===== src/rtl/opc_bus_pkg.sv =====
// +----------------------------------------------------------------------+
// | opc_bus_pkg : shared state encoding, region constants, region decode  |
// | Revision    : 1.0                                                    |
// +----------------------------------------------------------------------+
`default_nettype none

package opc_bus_pkg;

  typedef enum logic [1:0] {
    ST_LOAD    = 2'd0,
    ST_RELEASE = 2'd1,
    ST_RUN     = 2'd2
  } state_t;

  typedef enum logic [1:0] {
    REG_NONE = 2'd0,
    REG_RAM  = 2'd1,
    REG_PROG = 2'd2,
    REG_IO   = 2'd3
  } region_t;

  localparam logic [10:0] DEFAULT_PROG_BASE = 11'h100;
  localparam logic [10:0] DEFAULT_IO_ADDR   = 11'h7FF;

  // Operands are widened to 32 bits so the range sum cannot overflow.
  function automatic region_t decode_region(
    input logic [31:0] addr,
    input logic [31:0] ram_depth,
    input logic [31:0] prog_base,
    input logic [31:0] prog_depth,
    input logic [31:0] io_addr
  );
    region_t result;
    if (addr == io_addr)
      result = REG_IO;
    else if (addr < ram_depth)
      result = REG_RAM;
    else if ((addr >= prog_base) && (addr < (prog_base + prog_depth)))
      result = REG_PROG;
    else
      result = REG_NONE;
    return result;
  endfunction

endpackage

`default_nettype wire


===== src/rtl/opc_bus_loader.sv =====
// +----------------------------------------------------------------------+
// | opc_bus_loader : LOAD/RELEASE/RUN sequencer and program-store filler  |
// | Revision       : 1.0                                                 |
// +----------------------------------------------------------------------+
`default_nettype none

module opc_bus_loader #(
  parameter int PROG_DEPTH = 64,
  parameter int DATA_W     = 8,
  parameter int PTR_W      = $clog2(PROG_DEPTH)
) (
  input  logic              clk,
  input  logic              rst,
  input  logic              load_valid,
  input  logic [DATA_W-1:0] load_data,
  input  logic              load_last,
  input  logic              reload,
  output logic              load_ready,
  output logic              cpu_rst_n,
  output logic              run,
  output logic              to_load,
  output logic              prog_we,
  output logic [PTR_W-1:0]  prog_waddr,
  output logic [DATA_W-1:0] prog_wdata
);
  import opc_bus_pkg::*;

  state_t           state;
  state_t           state_next;
  logic [PTR_W-1:0] load_ptr;
  logic [PTR_W-1:0] load_ptr_next;
  logic             accept;

  assign accept     = load_valid && load_ready;
  assign run        = (state == ST_RUN);
  assign to_load    = (state == ST_RUN) && reload;
  assign prog_waddr = load_ptr;
  assign prog_wdata = load_data;

  always_comb begin
    state_next    = state;
    load_ptr_next = load_ptr;
    prog_we       = 1'b0;
    case (state)
      ST_LOAD: begin
        if (accept) begin
          // A reset in the same cycle must not leave a stray byte behind.
          prog_we = !rst;
          if (load_last || (load_ptr == PTR_W'(PROG_DEPTH - 1)))
            state_next = ST_RELEASE;
          else
            load_ptr_next = load_ptr + PTR_W'(1);
        end
      end
      ST_RELEASE: state_next = ST_RUN;
      ST_RUN: begin
        if (reload) begin
          state_next    = ST_LOAD;
          load_ptr_next = '0;
        end
      end
      default: begin
        state_next    = ST_LOAD;
        load_ptr_next = '0;
      end
    endcase
  end

  // Handshake outputs are registered from next state so they line up with it.
  always_ff @(posedge clk) begin
    if (rst) begin
      state      <= ST_LOAD;
      load_ptr   <= '0;
      cpu_rst_n  <= 1'b0;
      load_ready <= 1'b1;
    end else begin
      state      <= state_next;
      load_ptr   <= load_ptr_next;
      cpu_rst_n  <= (state_next == ST_RUN);
      load_ready <= (state_next == ST_LOAD);
    end
  end

endmodule

`default_nettype wire


===== src/rtl/opc_bus_responder.sv =====
// +----------------------------------------------------------------------+
// | opc_bus_responder : OPC bus target - scratch RAM, program store, IO   |
// | Revision          : 1.0                                              |
// +----------------------------------------------------------------------+
`default_nettype none

module opc_bus_responder #(
  parameter int                ADDR_W     = 11,
  parameter int                DATA_W     = 8,
  parameter int                RAM_DEPTH  = 64,
  parameter logic [ADDR_W-1:0] PROG_BASE  = opc_bus_pkg::DEFAULT_PROG_BASE,
  parameter int                PROG_DEPTH = 64,
  parameter logic [ADDR_W-1:0] IO_ADDR    = opc_bus_pkg::DEFAULT_IO_ADDR
) (
  input  logic              clk,
  input  logic              rst,
  input  logic [ADDR_W-1:0] address,
  input  logic              rnw,
  input  logic [DATA_W-1:0] wdata,
  output logic [DATA_W-1:0] rdata,
  output logic              cpu_rst_n,
  input  logic              load_valid,
  input  logic [DATA_W-1:0] load_data,
  input  logic              load_last,
  output logic              load_ready,
  input  logic              reload,
  output logic [DATA_W-1:0] io_data,
  output logic              io_strobe,
  output logic              bus_err
);
  import opc_bus_pkg::*;

  localparam int RAM_AW  = $clog2(RAM_DEPTH);
  localparam int PROG_AW = $clog2(PROG_DEPTH);

  logic [DATA_W-1:0]  ram  [RAM_DEPTH];
  logic [DATA_W-1:0]  prog [PROG_DEPTH];

  region_t            region;
  logic [RAM_AW-1:0]  ram_idx;
  logic [PROG_AW-1:0] prog_idx;
  logic               run;
  logic               to_load;
  logic               wr_en;
  logic               prog_we;
  logic [PROG_AW-1:0] prog_waddr;
  logic [DATA_W-1:0]  prog_wdata;

  opc_bus_loader #(
    .PROG_DEPTH (PROG_DEPTH),
    .DATA_W     (DATA_W),
    .PTR_W      (PROG_AW)
  ) u_loader (
    .clk        (clk),
    .rst        (rst),
    .load_valid (load_valid),
    .load_data  (load_data),
    .load_last  (load_last),
    .reload     (reload),
    .load_ready (load_ready),
    .cpu_rst_n  (cpu_rst_n),
    .run        (run),
    .to_load    (to_load),
    .prog_we    (prog_we),
    .prog_waddr (prog_waddr),
    .prog_wdata (prog_wdata)
  );

  assign region = decode_region(32'(address), 32'(RAM_DEPTH), 32'(PROG_BASE),
                                32'(PROG_DEPTH), 32'(IO_ADDR));

  // Offsets are truncated only after the region check has qualified them.
  assign ram_idx  = RAM_AW'(address);
  assign prog_idx = PROG_AW'(address - PROG_BASE);
  assign wr_en    = run && !rnw && !rst;

  always_comb begin
    rdata = '0;
    case (region)
      REG_RAM:  rdata = ram[ram_idx];
      REG_PROG: rdata = prog[prog_idx];
      REG_IO:   rdata = io_data;
      default:  rdata = '0;
    endcase
  end

  always_ff @(posedge clk) begin
    if (wr_en && (region == REG_RAM))
      ram[ram_idx] <= wdata;
  end

  always_ff @(posedge clk) begin
    if (prog_we)
      prog[prog_waddr] <= prog_wdata;
  end

  always_ff @(posedge clk) begin
    if (rst) begin
      io_data   <= '0;
      io_strobe <= 1'b0;
    end else begin
      io_strobe <= wr_en && (region == REG_IO);
      if (wr_en && (region == REG_IO))
        io_data <= wdata;
    end
  end

  // Sticky until reset or a return to LOAD; the clear wins over a same-cycle error.
  always_ff @(posedge clk) begin
    if (rst || to_load)
      bus_err <= 1'b0;
    else if (wr_en && ((region == REG_PROG) || (region == REG_NONE)))
      bus_err <= 1'b1;
  end

endmodule

`default_nettype wire


===== config.mk =====
export PLATFORM = sky130hd
export DESIGN_NAME = opc_bus_responder
export DESIGN_NICKNAME = d
export VERILOG_FILES = /design/src/rtl/opc_bus_pkg.sv /design/src/rtl/opc_bus_loader.sv /design/src/rtl/opc_bus_responder.sv
export SDC_FILE = /design/constraint.sdc
export NUM_CORES = 1
export LEC_CHECK = 0
export CORE_ASPECT_RATIO = 1.4
export CORE_MARGIN = 3
export CORE_UTILIZATION = 45
export DETAILED_ROUTE_END_ITERATION = 10
export PLACE_DENSITY_LB_ADDON = 0.3
export SKIP_LAST_GASP = 1
export SYNTH_ARGS = -nofsm -noshare
export SYNTH_HDL_FRONTEND = slang
export SYNTH_SLANG_ARGS = --single-unit

===== constraint.sdc =====
create_clock -name clk -period 3.5 [get_ports clk]
set_input_delay 0.7 -clock clk [delete_from_list [all_inputs] [get_ports clk]]
set_output_delay 0.7 -clock clk [all_outputs]
set_load 0.05 [all_outputs]

==> out/qor.yml <==
timing:
  finalSetupViolCount: 8
  min_period_ns: 3.79
  fin_crit_sh_pct: 108
  finClkSkew_ns: 0.0291
  finalHoldViolCount: 0
  tightestPinTransition_ns: 1.29
  fin_ws_ns: -0.288
  grt_setup_unrepaired: "true"
  timing.fmax_ghz: 0.264
  slew-limit-headroom_pct: 14.2
  slew_viol_final: 0
synth:
  syn_nets: 2450
  yosysWarnings: 0
  muxShareOfSynthArea_pct: 8.96
  yosysMostFrequentCell: "edfxtp_1"
  synth_edf_count: 1024
  syn_avg_cell_area_um2: 17.0
  synth_common_cells: "edfxtp_1 (1024), nor2_1 (205), mux2i_1 (156), a21oi_1 (104), o22ai_1 (97)"
  synth_top_cell_area_share_pct: 74.7
  synth_compound_area_share_pct: 8.49
  synth_area_um2: 41200
  ys.flop_type: "edfxtp_1"
  synth-seq-area-share_pct: 75.7
  synthArstFlopShare_pct: 0
  synth_top_family_by_area: "multiplexers"
  synth-adder-area-share_pct: 0.0304
  synth_cell_types: 73
  yosysTopAreaCell: "edfxtp_1"
  synth-xor-area-share_pct: 0.0851
  synth_cells: 2416
  synth_seq_cells: 1044
  netlist_top_cells_area: "edfxtp_1 (75%), mux2i_1 (3.8%), mux4_2 (3.0%)"
  synth-simple-area-share_pct: 4.34
layout:
  drive_gt1_share_pct: 34.7
  fin_nets: 3057
  instances_no_fill: 4295
  area_growth_pct: 27.0
  fin_area_um2: 52300
cts:
  cts_sinks: 1044
  tritoncts: "done"
  clockBufferDepth: 3
  clk_pin_slew_ns: 0.06
  hold_buffers: 0
  cts_root_buf: "clkbuf_16"
  clock_latency_ns: 0.71
  htree_levels: 3
  cts_made_buffers: 97
grt:
  grt_overflow_total: 0
  grt_first_pass_wirelength_um: 191000
  grtUsageTotal_pct: 28.4
  antenna_found_initial: 1
  grt_pass1_vias: 26700
  grt_max_degree: 65
route:
  drc: 0
  num_vias: 26300
  drtIter0Drc: 3144
  drt-vias-per-instance: 6.13
  firstDrtPassIters: 8
  routed_wl_um: 136000
  wire_per_inst_um: 31.6
  ant_nets: 0
power_and_ir_drop:
  fin_total_pwr_mw: 26.9
  power_leakage_nw: 18.0
  p_per_area_nw_per_um2: 514
  vdd_ir_drop_max_uv: 334
floorplanning:
  dieArea_um2: 95200
  initial_core_util_pct: 45.6
  die_height_um: 364
  rows: 130
  pin_count: 53
  core_um2: 90300
  die_x_um: 262
setup_path:
  worstSetupPathType: "in -> out"
  startpoint_type: "input port"
  end_kind: "output pin"
  arrival_ns: 3.09
  r2r_start: "u_loader.state[0]"
  crit_fanout: 11
  cp-startpoint: "address[0]"
  required_ns: 2.80
  r2r_slack_ns: 0.80
run_status:
  violations: "negative setup slack"
  status: "finished with violations"
placed_design:
  dpl.cell_count: 4043
  dp_hpwl_um: 92700
  io_buffers: 52
  gp_congestion: 1.05
  dpl-instance-area_um2: 46800
worst_hold_path:
  hp-start: "io_data[3]"
  hp-class: "reg -> reg"
job:
  cap_violations: 0
==> kinds of logic after synthesis <==
group	Yosys count
flip-flops	1044
AO/OA/AOI/OAI	510
AND/OR/NAND/NOR	403
multiplexers	288
buffers and inverters	166
XOR/XNOR	4
adder cells (fa/ha/maj)	1
==> per-layer routing <==
metal,vias up,GRT usage (%),share of wire [%]
met5,-,0,0
met4,0,18.7,7.3
met3,367,4.70,8.5
met2,1521,46.9,49
met1,13500,34.5,35
li1,11000,-,-
==> where the power goes <==
group	leakage, nW	internal, mW	switching (mW)
clock network	1.61	6.39	4.65
logic	7.00	0.850	1.23
registers	9.36	13.7	0.00726
==> worst paths after layout <==
kind / depth (start not counted) / endpoint
hold reg to reg: 2 / io_data[3]
setup reg to reg: 6 / ram[42][3]
hold / removal: 2 / io_data[3]
setup / recovery: 12 / rdata[5]
==> state kept, by name, summed over array words and instances, names as in the netlist <==
| name | flops |
|---|---|
| u_loader.state | 2 |
| io_strobe | 1 |
| io_data | 8 |
| u_loader.prog_waddr | 6 |
| prog | 512 |
| u_loader.load_ready | 1 |
| bus_err | 1 |
| u_loader.cpu_rst_n | 1 |
| ram | 512 |
==> metrics by stage <==
step	hold slack [ns]	setup TNS [ns]	worst slack, ns	utilization, %
after floorplan	0.460	-0.00433	-0.00433	-
after global placement	0.463	-59.64	-0.746	51.9
after detailed placement	0.480	-33.03	-0.720	51.9
after CTS	0.491	-1.90	-0.275	57.1
after global routing	0.529	-2.05	-0.346	57.9
final	0.492	-1.79	-0.288	57.9
==> timing repair <==
item / CTS / global route
buffers inserted: 42 / 28
endpoints found under the setup margin: 8 / 8
gates cloned: 5 / 2
gates resized for setup: 219 / 109
hold endpoints to repair: 0 / 0
pin swaps: 48 / 57
==> cell usage in the layout, fill, tap and decap left out, drive strengths merged, types with 5 or more instances in the layout <==
cell,instances
clkinv,37
a221o,15
o22ai,97
mux4,55
bufinv,16
edfxtp,1024
nand2b,8
nor3,21
a22oi,50
dfxtp,20
mux2,77
mux2i,156
nor2b,10
inv,13
o211ai,7
a221oi,49
a211o,5
a21oi,104
nand4,6
dlygate4sd2,5
a211oi,18
nor4,6
clkbuf,126
a31oi,12
a22o,7
nor2,206
clkdlybuf4s50,18
nand3b,5
a222oi,5
nand2,87
nand3,21
buf,634
o221ai,26
and3,12
o22a,14
o21ai,65
==> final cells by class <==
type	instances	area [um2]
sequential	1044	31100
multi-input combinational	1206	10000
fill	6819	38000
inverter	9	36.3
timing repair buffer	665	6280
clock inverter	60	734
antenna	1	2.50
clock buffer	122	2560
tap	1188	1490
==> critical path: stages <==
cell and delay [ns]:
buf_16 0.13, buf_4 0.13, buf_6 0.11, or2_4 0.16, buf_12 0.17, o22ai_1 0.10
o21ai_1 0.16, o211ai_1 0.22, a221oi_4 0.36, o211ai_1 0.28, o211ai_1 0.29, clkbuf_16 0.24
(Power assumes the default switching activity.)
